<file path="src/rtl/rsu_pkg.sv">
// Shared definitions for the remote-update parameter writer.
// Contents: remote-update parameter codes, controller state encoding, the phase
// encoding used between the controller and its handshake engine, and a helper
// that sizes the timeout counter.
package rsu_pkg;

  localparam int unsigned RU_PARAM_W = 3;
  localparam int unsigned RU_DATA_W  = 24;

  localparam logic [RU_PARAM_W-1:0] PARAM_WDOG_EN   = 3'b011;
  localparam logic [RU_PARAM_W-1:0] PARAM_BOOT_ADDR = 3'b100;

  typedef enum logic [3:0] {
    StIdle,
    StWrWdog,
    StWaitHi1,
    StWaitLo1,
    StWrAddr,
    StWaitHi2,
    StWaitLo2,
    StReconf,
    StErr
  } rsu_state_e;

  // Handshake phase requested from rsu_write_txn by the controller.
  typedef enum logic [1:0] {
    PhIdle,
    PhStrobe,
    PhWaitHi,
    PhWaitLo
  } txn_phase_e;

  // Bits needed to count 0..max_val inclusive; never narrower than one bit.
  function automatic int unsigned cnt_width(input int unsigned max_val);
    return (max_val < 1) ? 1 : $clog2(max_val + 1);
  endfunction

endpackage

</file>
<file path="src/rtl/rsu_param_writer_if.sv">
// Bundle of the upstream request/status signals and the remote-update core
// signals of rsu_param_writer.
//   slave  : the writer's view (takes requests and core busy, drives status/core)
//   master : the environment's view (upstream sequencer plus remote-update core)
// Signals: write, reconfig, image_addr -> writer; busy, error -> upstream;
//          ru_param, ru_data_in, ru_write_param, ru_reconfig -> core;
//          ru_busy -> writer.
interface rsu_param_writer_if #(
  parameter int unsigned ADDR_W = 22
) ();
  import rsu_pkg::*;

  logic                  write;
  logic                  reconfig;
  logic [ADDR_W-1:0]     image_addr;
  logic                  busy;
  logic                  error;
  logic [RU_PARAM_W-1:0] ru_param;
  logic [RU_DATA_W-1:0]  ru_data_in;
  logic                  ru_write_param;
  logic                  ru_reconfig;
  logic                  ru_busy;

  modport slave (
    input  write, reconfig, image_addr, ru_busy,
    output busy, error, ru_param, ru_data_in, ru_write_param, ru_reconfig
  );

  modport master (
    output write, reconfig, image_addr, ru_busy,
    input  busy, error, ru_param, ru_data_in, ru_write_param, ru_reconfig
  );

endinterface

</file>
<file path="src/rtl/rsu_write_txn.sv">
// Single parameter-write handshake engine toward the remote-update core:
// one-cycle write strobe, wait for ru_busy to rise (bounded by TMO_CYC), then
// wait for it to fall (unbounded). The controller selects the phase; this block
// produces the strobe and reports the handshake events.
// Ports:
//   clk, rst         clock, synchronous active-high reset
//   i_phase          requested handshake phase
//   i_ru_busy        core busy flag
//   o_write_param    write strobe to the core
//   o_hi_seen        ru_busy observed high during the wait-high phase
//   o_lo_seen        ru_busy observed low during the wait-low phase
//   o_timeout        wait-high phase ran out of cycles
module rsu_write_txn
  import rsu_pkg::*;
#(
  parameter int unsigned TMO_CYC = 255
) (
  input  logic       clk,
  input  logic       rst,
  input  txn_phase_e i_phase,
  input  logic       i_ru_busy,
  output logic       o_write_param,
  output logic       o_hi_seen,
  output logic       o_lo_seen,
  output logic       o_timeout
);

  localparam int unsigned CntW = cnt_width(TMO_CYC);
  localparam logic [CntW-1:0] CntMax = CntW'(TMO_CYC);

  logic [CntW-1:0] r_cnt;

  // Held at zero outside the wait-high phase, so every wait-high starts from 0.
  // Saturates at CntMax instead of wrapping.
  always_ff @(posedge clk) begin
    if (rst) begin
      r_cnt <= '0;
    end else if (i_phase != PhWaitHi) begin
      r_cnt <= '0;
    end else if (r_cnt != CntMax) begin
      r_cnt <= r_cnt + 1'b1;
    end
  end

  always_comb begin
    o_write_param = (i_phase == PhStrobe);
    o_hi_seen     = (i_phase == PhWaitHi) && i_ru_busy;
    o_lo_seen     = (i_phase == PhWaitLo) && !i_ru_busy;
    // The first wait-high cycle sees count 0, so timeout fires on the
    // (TMO_CYC+1)-th cycle without ru_busy.
    o_timeout     = (i_phase == PhWaitHi) && !i_ru_busy && (r_cnt == CntMax);
  end

endmodule

</file>
<file path="src/rtl/rsu_param_writer.sv">
// Remote-update parameter writer. On a write request it programs the core's
// watchdog-enable parameter (data 0) and then the boot-address parameter
// (latched image_addr), each through the shared rsu_write_txn handshake. A
// reconfig request from idle asserts ru_reconfig until reset. A handshake
// timeout parks the block in a sticky error state until reset.
// Ports:
//   clk, rst   clock, synchronous active-high reset
//   bus        rsu_param_writer_if slave: write, reconfig, image_addr, busy,
//              error, ru_param, ru_data_in, ru_write_param, ru_reconfig, ru_busy
module rsu_param_writer
  import rsu_pkg::*;
#(
  parameter int unsigned ADDR_W  = 22,
  parameter int unsigned TMO_CYC = 255
) (
  input  logic                clk,
  input  logic                rst,
  rsu_param_writer_if.slave   bus
);

  rsu_state_e            r_state;
  rsu_state_e            w_state_d;
  txn_phase_e            w_phase;
  logic [ADDR_W-1:0]     r_addr;
  logic [RU_PARAM_W-1:0] r_ru_param;
  logic [RU_DATA_W-1:0]  r_ru_data;
  logic [RU_DATA_W-1:0]  w_addr_ext;
  logic                  w_accept;
  logic                  w_write_param;
  logic                  w_hi_seen;
  logic                  w_lo_seen;
  logic                  w_timeout;

  assign w_accept = (r_state == StIdle) && bus.write;

  always_comb begin
    w_addr_ext               = '0;
    w_addr_ext[ADDR_W-1:0]   = r_addr;
  end

  // Phase decode kept apart from next-state logic: the engine's event outputs
  // depend on the phase and feed back into the next-state decision.
  always_comb begin
    w_phase = PhIdle;
    unique case (r_state)
      StWrWdog,  StWrAddr:  w_phase = PhStrobe;
      StWaitHi1, StWaitHi2: w_phase = PhWaitHi;
      StWaitLo1, StWaitLo2: w_phase = PhWaitLo;
      default:              w_phase = PhIdle;
    endcase
  end

  rsu_write_txn #(
    .TMO_CYC (TMO_CYC)
  ) u_txn (
    .clk           (clk),
    .rst           (rst),
    .i_phase       (w_phase),
    .i_ru_busy     (bus.ru_busy),
    .o_write_param (w_write_param),
    .o_hi_seen     (w_hi_seen),
    .o_lo_seen     (w_lo_seen),
    .o_timeout     (w_timeout)
  );

  always_comb begin
    w_state_d = r_state;
    unique case (r_state)
      // write has priority over reconfig; error is never set while idle.
      StIdle: begin
        if (bus.write)         w_state_d = StWrWdog;
        else if (bus.reconfig) w_state_d = StReconf;
      end
      StWrWdog:  w_state_d = StWaitHi1;
      StWaitHi1: begin
        if (w_hi_seen)      w_state_d = StWaitLo1;
        else if (w_timeout) w_state_d = StErr;
      end
      StWaitLo1: if (w_lo_seen) w_state_d = StWrAddr;
      StWrAddr:  w_state_d = StWaitHi2;
      StWaitHi2: begin
        if (w_hi_seen)      w_state_d = StWaitLo2;
        else if (w_timeout) w_state_d = StErr;
      end
      StWaitLo2: if (w_lo_seen) w_state_d = StIdle;
      StReconf:  w_state_d = StReconf;
      StErr:     w_state_d = StErr;
      default:   w_state_d = StIdle;
    endcase
  end

  always_ff @(posedge clk) begin
    if (rst) begin
      r_state <= StIdle;
    end else begin
      r_state <= w_state_d;
    end
  end

  // Parameter select/data are loaded on entry to each strobe state and then
  // held through the following waits.
  always_ff @(posedge clk) begin
    if (rst) begin
      r_addr     <= '0;
      r_ru_param <= '0;
      r_ru_data  <= '0;
    end else if (w_accept) begin
      r_addr     <= bus.image_addr;
      r_ru_param <= PARAM_WDOG_EN;
      r_ru_data  <= '0;
    end else if ((r_state == StWaitLo1) && w_lo_seen) begin
      r_ru_param <= PARAM_BOOT_ADDR;
      r_ru_data  <= w_addr_ext;
    end
  end

  assign bus.ru_param       = r_ru_param;
  assign bus.ru_data_in     = r_ru_data;
  assign bus.ru_write_param = w_write_param;
  assign bus.ru_reconfig    = (r_state == StReconf);
  assign bus.error          = (r_state == StErr);
  assign bus.busy           = (r_state != StIdle) || bus.ru_busy;

endmodule

</file>
<file path="src/flat_wrapper.sv">
// flat-port wrapper written by rule: the top's interface ports become plain ports
module rsu_param_writer_flat import rsu_pkg::*;
#(
  parameter int unsigned ADDR_W  = 22,
  parameter int unsigned TMO_CYC = 255
)
  (clk, rst, bus_write, bus_reconfig, bus_image_addr, bus_ru_busy, bus_busy, bus_error, bus_ru_param, bus_ru_data_in, bus_ru_write_param, bus_ru_reconfig);
  rsu_param_writer_if #(.ADDR_W(ADDR_W)) bus_i ();
  input  logic clk;
  input  logic rst;
  input wire logic [$bits(bus_i.write)-1:0] bus_write;
  input wire logic [$bits(bus_i.reconfig)-1:0] bus_reconfig;
  input wire logic [$bits(bus_i.image_addr)-1:0] bus_image_addr;
  input wire logic [$bits(bus_i.ru_busy)-1:0] bus_ru_busy;
  output wire logic [$bits(bus_i.busy)-1:0] bus_busy;
  output wire logic [$bits(bus_i.error)-1:0] bus_error;
  output wire logic [$bits(bus_i.ru_param)-1:0] bus_ru_param;
  output wire logic [$bits(bus_i.ru_data_in)-1:0] bus_ru_data_in;
  output wire logic [$bits(bus_i.ru_write_param)-1:0] bus_ru_write_param;
  output wire logic [$bits(bus_i.ru_reconfig)-1:0] bus_ru_reconfig;
  assign bus_i.write = bus_write;
  assign bus_i.reconfig = bus_reconfig;
  assign bus_i.image_addr = bus_image_addr;
  assign bus_i.ru_busy = bus_ru_busy;
  assign bus_busy = bus_i.busy;
  assign bus_error = bus_i.error;
  assign bus_ru_param = bus_i.ru_param;
  assign bus_ru_data_in = bus_i.ru_data_in;
  assign bus_ru_write_param = bus_i.ru_write_param;
  assign bus_ru_reconfig = bus_i.ru_reconfig;
  rsu_param_writer #(.ADDR_W(ADDR_W), .TMO_CYC(TMO_CYC)) u_core (.clk(clk), .rst(rst), .bus(bus_i));
endmodule
</file>
<file path="config.mk">
export PLATFORM = sky130hd
export DESIGN_NAME = rsu_param_writer_flat
export DESIGN_NICKNAME = d
export VERILOG_FILES = /design/src/rtl/rsu_pkg.sv /design/src/rtl/rsu_param_writer_if.sv /design/src/rtl/rsu_write_txn.sv /design/src/rtl/rsu_param_writer.sv /design/src/flat_wrapper.sv
export SDC_FILE = /design/constraint.sdc
export NUM_CORES = 1
export LEC_CHECK = 0
export BUFFER_PORTS_ARGS = -buffer_cell sky130_fd_sc_hd__buf_2
export CORE_MARGIN = 2
export CORE_UTILIZATION = 47
export DETAILED_ROUTE_END_ITERATION = 16
export GPL_TIMING_DRIVEN = 0
export PLACE_DENSITY = 0.72
export SLEW_MARGIN = 20
export SYNTH_ARGS = -nofsm -noshare
export SYNTH_HDL_FRONTEND = slang
export SYNTH_SLANG_ARGS = --single-unit
</file>
<file path="constraint.sdc">
create_clock -name clk -period 1.4 [get_ports clk]
set_input_delay 0.07 -clock clk [delete_from_list [all_inputs] [get_ports clk]]
set_output_delay 0.07 -clock clk [all_outputs]
set_load 0.01 [all_outputs]
</file>
# After elaboration in Yosys (flattened, before gate mapping)
# Index checks and enable logic that the tools add are counted.
# classes
reduce_logical	17
n_eq_ne	17
n_mux	11
addsub	1
# op_table
operator	count
$pmux 4 s9	1
$mux 4	7
$eq 4x3->1 const B	4
$reduce_or 2->1	5
$add 8x1->8 const B	1
$eq 4x2->1 const B	2
$eq 8x8->1 const B	1
$ne 8x8->1 const B	1
$logic_and 1x1->1	6
$pmux 2 s3	1
$eq 2x2->1 const B	2
$eq 4x1->1 const B	1
$eq 4x4->1 const B	1
$logic_not 4->1	1
$mux 2	2
$ne 2x1->1 const B	2
$reduce_bool 4->1	1
$ne 3x3->1 const B	1
$reduce_and 3->1	1
$eq 2x1->1 const B	1
$ne 2x2->1 const B	1
$reduce_bool 2->1	1
$logic_not 1->1	1
$logic_or 1x1->1	1
# word_totals
reg_bits	59
input_bits	27
out_inout_bits	31

# Longest topological paths before layout
# depth
word_depth	9
depth_mapped	6
ltp_nobuf	5

# Modules after synthesis
# A second synthesis with hierarchy kept.
# hier_totals
hier_cells	310
area_unflattened_um2	2479.9
# by_module_without_submodules
module	cells_each	seq_area_each_um2	area_per_inst_um2	instances
rsu_param_writer	254	1001.0	2015.7	1
rsu_write_txn	56	160.2	464.2	1

# Worst setup path after synthesis
# Ideal clock, no wire load.
# synth_path
path_type	reg-to-reg
from	register u_core.u_txn.r_cnt[0]
to	register u_core.u_txn.r_cnt[2]
period_less_slack_ps	1349
slack_ps	51
stages_incl_launch_ff	7
t_required_ps	1342
n_path_buf	1
arrival_ps	1292
cell_sequence	dfxtp_1 > ha_1 > and4_1 > buf_2 > nand2_1 > a31oi_1 > o21a_1
# synth_via
elab_chain_cells	1
word_cells_on_any_way	2
classes_between	add/sub: 1; eq/ne: 1
# synth_rtl
element	line	rtl
start: declaration	rsu_write_txn.sv:31	logic [CntW-1:0] r_cnt;
start signal: assignment	rsu_write_txn.sv:41	r_cnt <= r_cnt + 1'b1;
$add 8x1->8 or $ne 8x8->1 (tied branches)	rsu_write_txn.sv:41, rsu_write_txn.sv:40	
# Parallel ways exist; a longest one is shown, timed or not.
# A chain may end at the register's enable or synchronous reset.

# Worst setup path in the final report
# layout_path
from	register u_core.r_state[3]
to	register u_core.u_txn.r_cnt[6]
# layout_via
elab_chain_cells	5
word_cells_on_any_way	12
classes_between	eq/ne: 7; mux: 1; reduce/logical: 4
# layout_rtl
element	line	rtl
start: declaration	rsu_param_writer.sv:21	rsu_state_e r_state;
start signal: assignment	rsu_param_writer.sv:94	r_state <= StIdle;
start signal: assignment	rsu_param_writer.sv:96	r_state <= w_state_d;
$eq 4x3->1 (tied with other cells)	rsu_param_writer.sv:45	unique case (r_state)
$reduce_or 2->1	rsu_param_writer.sv:45	
$pmux 2 s3 (*)	rsu_param_writer.sv:45	
$ne 2x2->1 (*)	rsu_write_txn.sv:38	end else if (i_phase != PhWaitHi) begin
$reduce_or 2->1 (no source line) (*)	--	
# Every way passes the cells marked *; elsewhere a longest branch is shown, timed or not.

==> key figures <==
Outcome
  • Status: finished, violations left
  • Violated checks: negative setup slack

Placed design
  • Placed inst area: 0.00278 mm²
  • Final Wtd Congestion: 0.886
  • Final HPWL DP: 3930 µm
  • IO buf count: 54
  • Worst slack, placed: -0.152 ns
  • Cell count after placement: 431

Timing
  • Final Cycle Share: 103%
  • Worst hold slack: 0.164 ns
  • Final hold violations: 0
  • Max Slew Vio Count: 0
  • Final Worst Setup Slack: -0.0398 ns
  • Setup-failing EPs final: 5
  • Clock Skew: 0.00802 ns
  • Fmax achieved: 695 MHz
  • RSZ-0062 raised after global routing: yes
  • Fin crit period: 1.44 ns

Layout
  • Final #Nets: 438
  • Fill count: 415
  • Layout cells sized above 1: 30.8%
  • Register area: 0.00118 mm²
  • Layout area overhead: 43.7%
  • Antenna cells: 0
  • Multi-input gate area: 0.00119 mm²
  • Layout Cells excl Fill: 485
  • Fin area: 0.00348 mm²

Worst setup path
  • CP Class: flip-flop to flip-flop
  • Crit path required time: 1.66 ns
  • Startpoint types: flip-flop
  • CP Capture Type: flip-flop
  • Crit path max fanout: 7
  • Critical path arrival: 1.70 ns

GRT
  • Total GRT Usage: 22.1%
  • First-pass GRT wire length: 9580 µm
  • Initial antenna violation count: 0
  • Vias in the first global route: 2143
  • Grt ovf: 0
  • Pin count of the biggest net entering global routing: 11

Detailed routing
  • Final WL: 6390 µm
  • Met2 Routed Length: 3170 µm
  • Final antenna-violating net count: 0
  • DR top layer: met4
  • Metal1 wirelength: 2840 µm
  • DR vias: 2444
  • Met3 WL: 289 µm
  • First drt pass iteration count: 4
  • Residual DRC: 0
  • Vias per cell: 5.04
  • Starting DRC count in detailed routing: 107
  • Wirelength per Cell: 13.2 µm

Floorplanning
  • Core box area: 0.00504 mm²
  • Starting density of the core: 48.0%
  • Die area: 0.00574 mm²
  • Die width: 75.8 µm
  • Die Height: 75.8 µm
  • Row cnt: 26
  • Io pins: 58

Clock tree
  • Clock sinks: 58
  • Max Buffers Root-to-Sink: 2
  • CTS tree: built
  • CTS Root Cell: clkbuf_8
  • Htree depth: 3
  • Worst-Skew Late Latency: 0.33 ns
  • Clk pin slew, worst setup/hold paths: 0.07 ns
  • Inserted Clock Buffers: 9

Power and ir drop
  • Pwr per Cell Area: 1570 mW/mm²
  • P_leak: 1.43 nW
  • Worst VDD drop: 722 µV
  • Tot Pwr: 5.45 mW

Yosys
  • Synth Cell Area: 0.00242 mm²
  • Syn Inst Count: 306
  • Synth unique cells: 40
  • Sequential area share after synthesis: 48.0%
  • Synthesized flop and latch total: 58
  • Yosys warning count: 0
  • Avg Inst Size Synth: 7.91 µm²

Min path
  • Hold WC Path Type: input pin to flip-flop

Run
  • Max-cap violation count: 0
[power by group]
group          leakage [nW]  switching (mW)  internal (mW)
Combinational         0.842           0.888          0.753
Sequential            0.474           0.168           1.84
Clock                 0.119           0.657           1.14
[registers in the layout, indices dropped and copies added, names as in the netlist]
| signal | flops |
|---|---|
| u_core.r_state | 4 |
| u_core.r_addr | 22 |
| u_core.bus.ru_param | 2 |
| u_core.bus.ru_data_in | 22 |
| u_core.u_txn.r_cnt | 8 |
[cells by family (layout without fill, tap and decap cells)]
group | count (synthesis) | count (layout) | synth area share [%]
other | 1 | 2 | 0.155
flip-flops | 58 | 58 | 48.0
XOR/XNOR | 3 | 3 | 1.09
buffers and inverters | 25 | 133 | 6.05
multiplexers | 2 | 2 | 0.827
AO/OA/AOI/OAI | 71 | 71 | 16.9
AND/OR/NAND/NOR | 145 | 145 | 26.5
adder cells (fa/ha/maj) | 1 | 1 | 0.517
[repair_timing]
action,4_1_cts,5_1_grt
resized for setup,22,13
endpoints found under the setup margin,53,48
hold endpoints to repair,22,0
setup buffers,3,13
pin swaps,2,6
hold buffers,22,0
[cell usage after synthesis, drive strengths merged]
cell type,number,area (µm²)
nand2,98,368
dfxtp,58,1160
a21oi,49,245
buf,20,128
nor2,18,67.6
nand3,7,35.0
a31oi,6,37.5
nor3,5,30.0
nand2b,4,25.0
o21ai,4,20.0
and3,3,18.8
inv,3,11.3
nor2b,3,21.3
o21bai,3,33.8
xnor2,3,26.3
clkbuf,2,7.51
mux2i,2,20.0
nand4,2,12.5
o211ai,2,15.0
a21boi,1,7.51
a21o,1,7.51
a221oi,1,8.76
a22oi,1,7.51
a32oi,1,8.76
and4,1,8.76
and4bb,1,16.3
conb,1,3.75
ha,1,12.5
nand3b,1,7.51
nor4b,1,23.8
o21a,1,7.51
o21ba,1,10.0
or3,1,6.26
[worst paths after layout]
path	from	to	cells past startpoint	slack (ns)
setup / recovery	u_core.r_state[3]	u_core.u_txn.r_cnt[6]	6	-0.04
hold reg to reg	u_core.bus.ru_data_in[18]	u_core.bus.ru_data_in[18]	2	0.45
hold / removal	rst	u_core.r_addr[20]	2	0.16
setup reg to reg	u_core.r_state[3]	u_core.u_txn.r_cnt[6]	6	-0.04
[cells in the final DEF (no fill, tap or decap), types with 2 or more instances in the layout]
| cell type | count |
|---|---|
| nand2_1 | 97 |
| buf_2 | 60 |
| dfxtp_1 | 52 |
| a21oi_1 | 49 |
| buf_4 | 22 |
| dlygate4sd3_1 | 22 |
| nor2_1 | 14 |
| clkbuf_8 | 12 |
| a31oi_1 | 6 |
| buf_6 | 5 |
| nand3_1 | 5 |
| nand2b_1 | 4 |
| dfxtp_4 | 4 |
| inv_1 | 3 |
| nor2_2 | 3 |
| nor3_1 | 3 |
| and3_1 | 3 |
| nand3_2 | 2 |
| clkbuf_1 | 2 |
| o211ai_1 | 2 |
| nand4_1 | 2 |
| o21ai_1 | 2 |
| mux2i_1 | 2 |
| o21bai_1 | 2 |
| o21ai_0 | 2 |
| xnor2_1 | 2 |
| conb_1 | 2 |
| bufinv_16 | 2 |
| dfxtp_2 | 2 |
[cell type report]
| type | instances | area share [%] |
|---|---|---|
| well taps | 70 | 2.52 |
| clock buffers | 12 | 4.75 |
| clock inverters | 4 | 2.09 |
| flip-flops and latches | 58 | 33.9 |
| multi-input cells | 224 | 34.1 |
| repair buffers | 92 | 17.6 |
| inverters | 3 | 0.324 |
| plain buffers | 22 | 4.75 |
[layer usage]
| metal | global-route usage (%) | vias to the layer above |
|---|---|---|
| met3 | 7.67 | 9 |
| met5 | 0 | - |
| met2 | 36.4 | 64 |
| met4 | 8.77 | 0 |
| met1 | 26.4 | 1147 |
| li1 | - | 1224 |
[through the flow]
step           util (%)  setup TNS [ns]
6_report           69.0         -0.0851
5_1_grt            69.0           -1.53
4_1_cts            66.1         -0.0395
3_5_place_dp       55.2           -3.57
3_3_place_gp       55.2           -1.99
2_1_floorplan         -               0
[worst max-delay path: stages (launching register included)]
cell and delay [ns]:
dfxtp_4 0.36, buf_8 0.13, nor4b_4 0.30, buf_4 0.17
o21bai_4 0.10, buf_4 0.15, nor3_2 0.16
No activity file was read; power rests on OpenSTA's default activity.
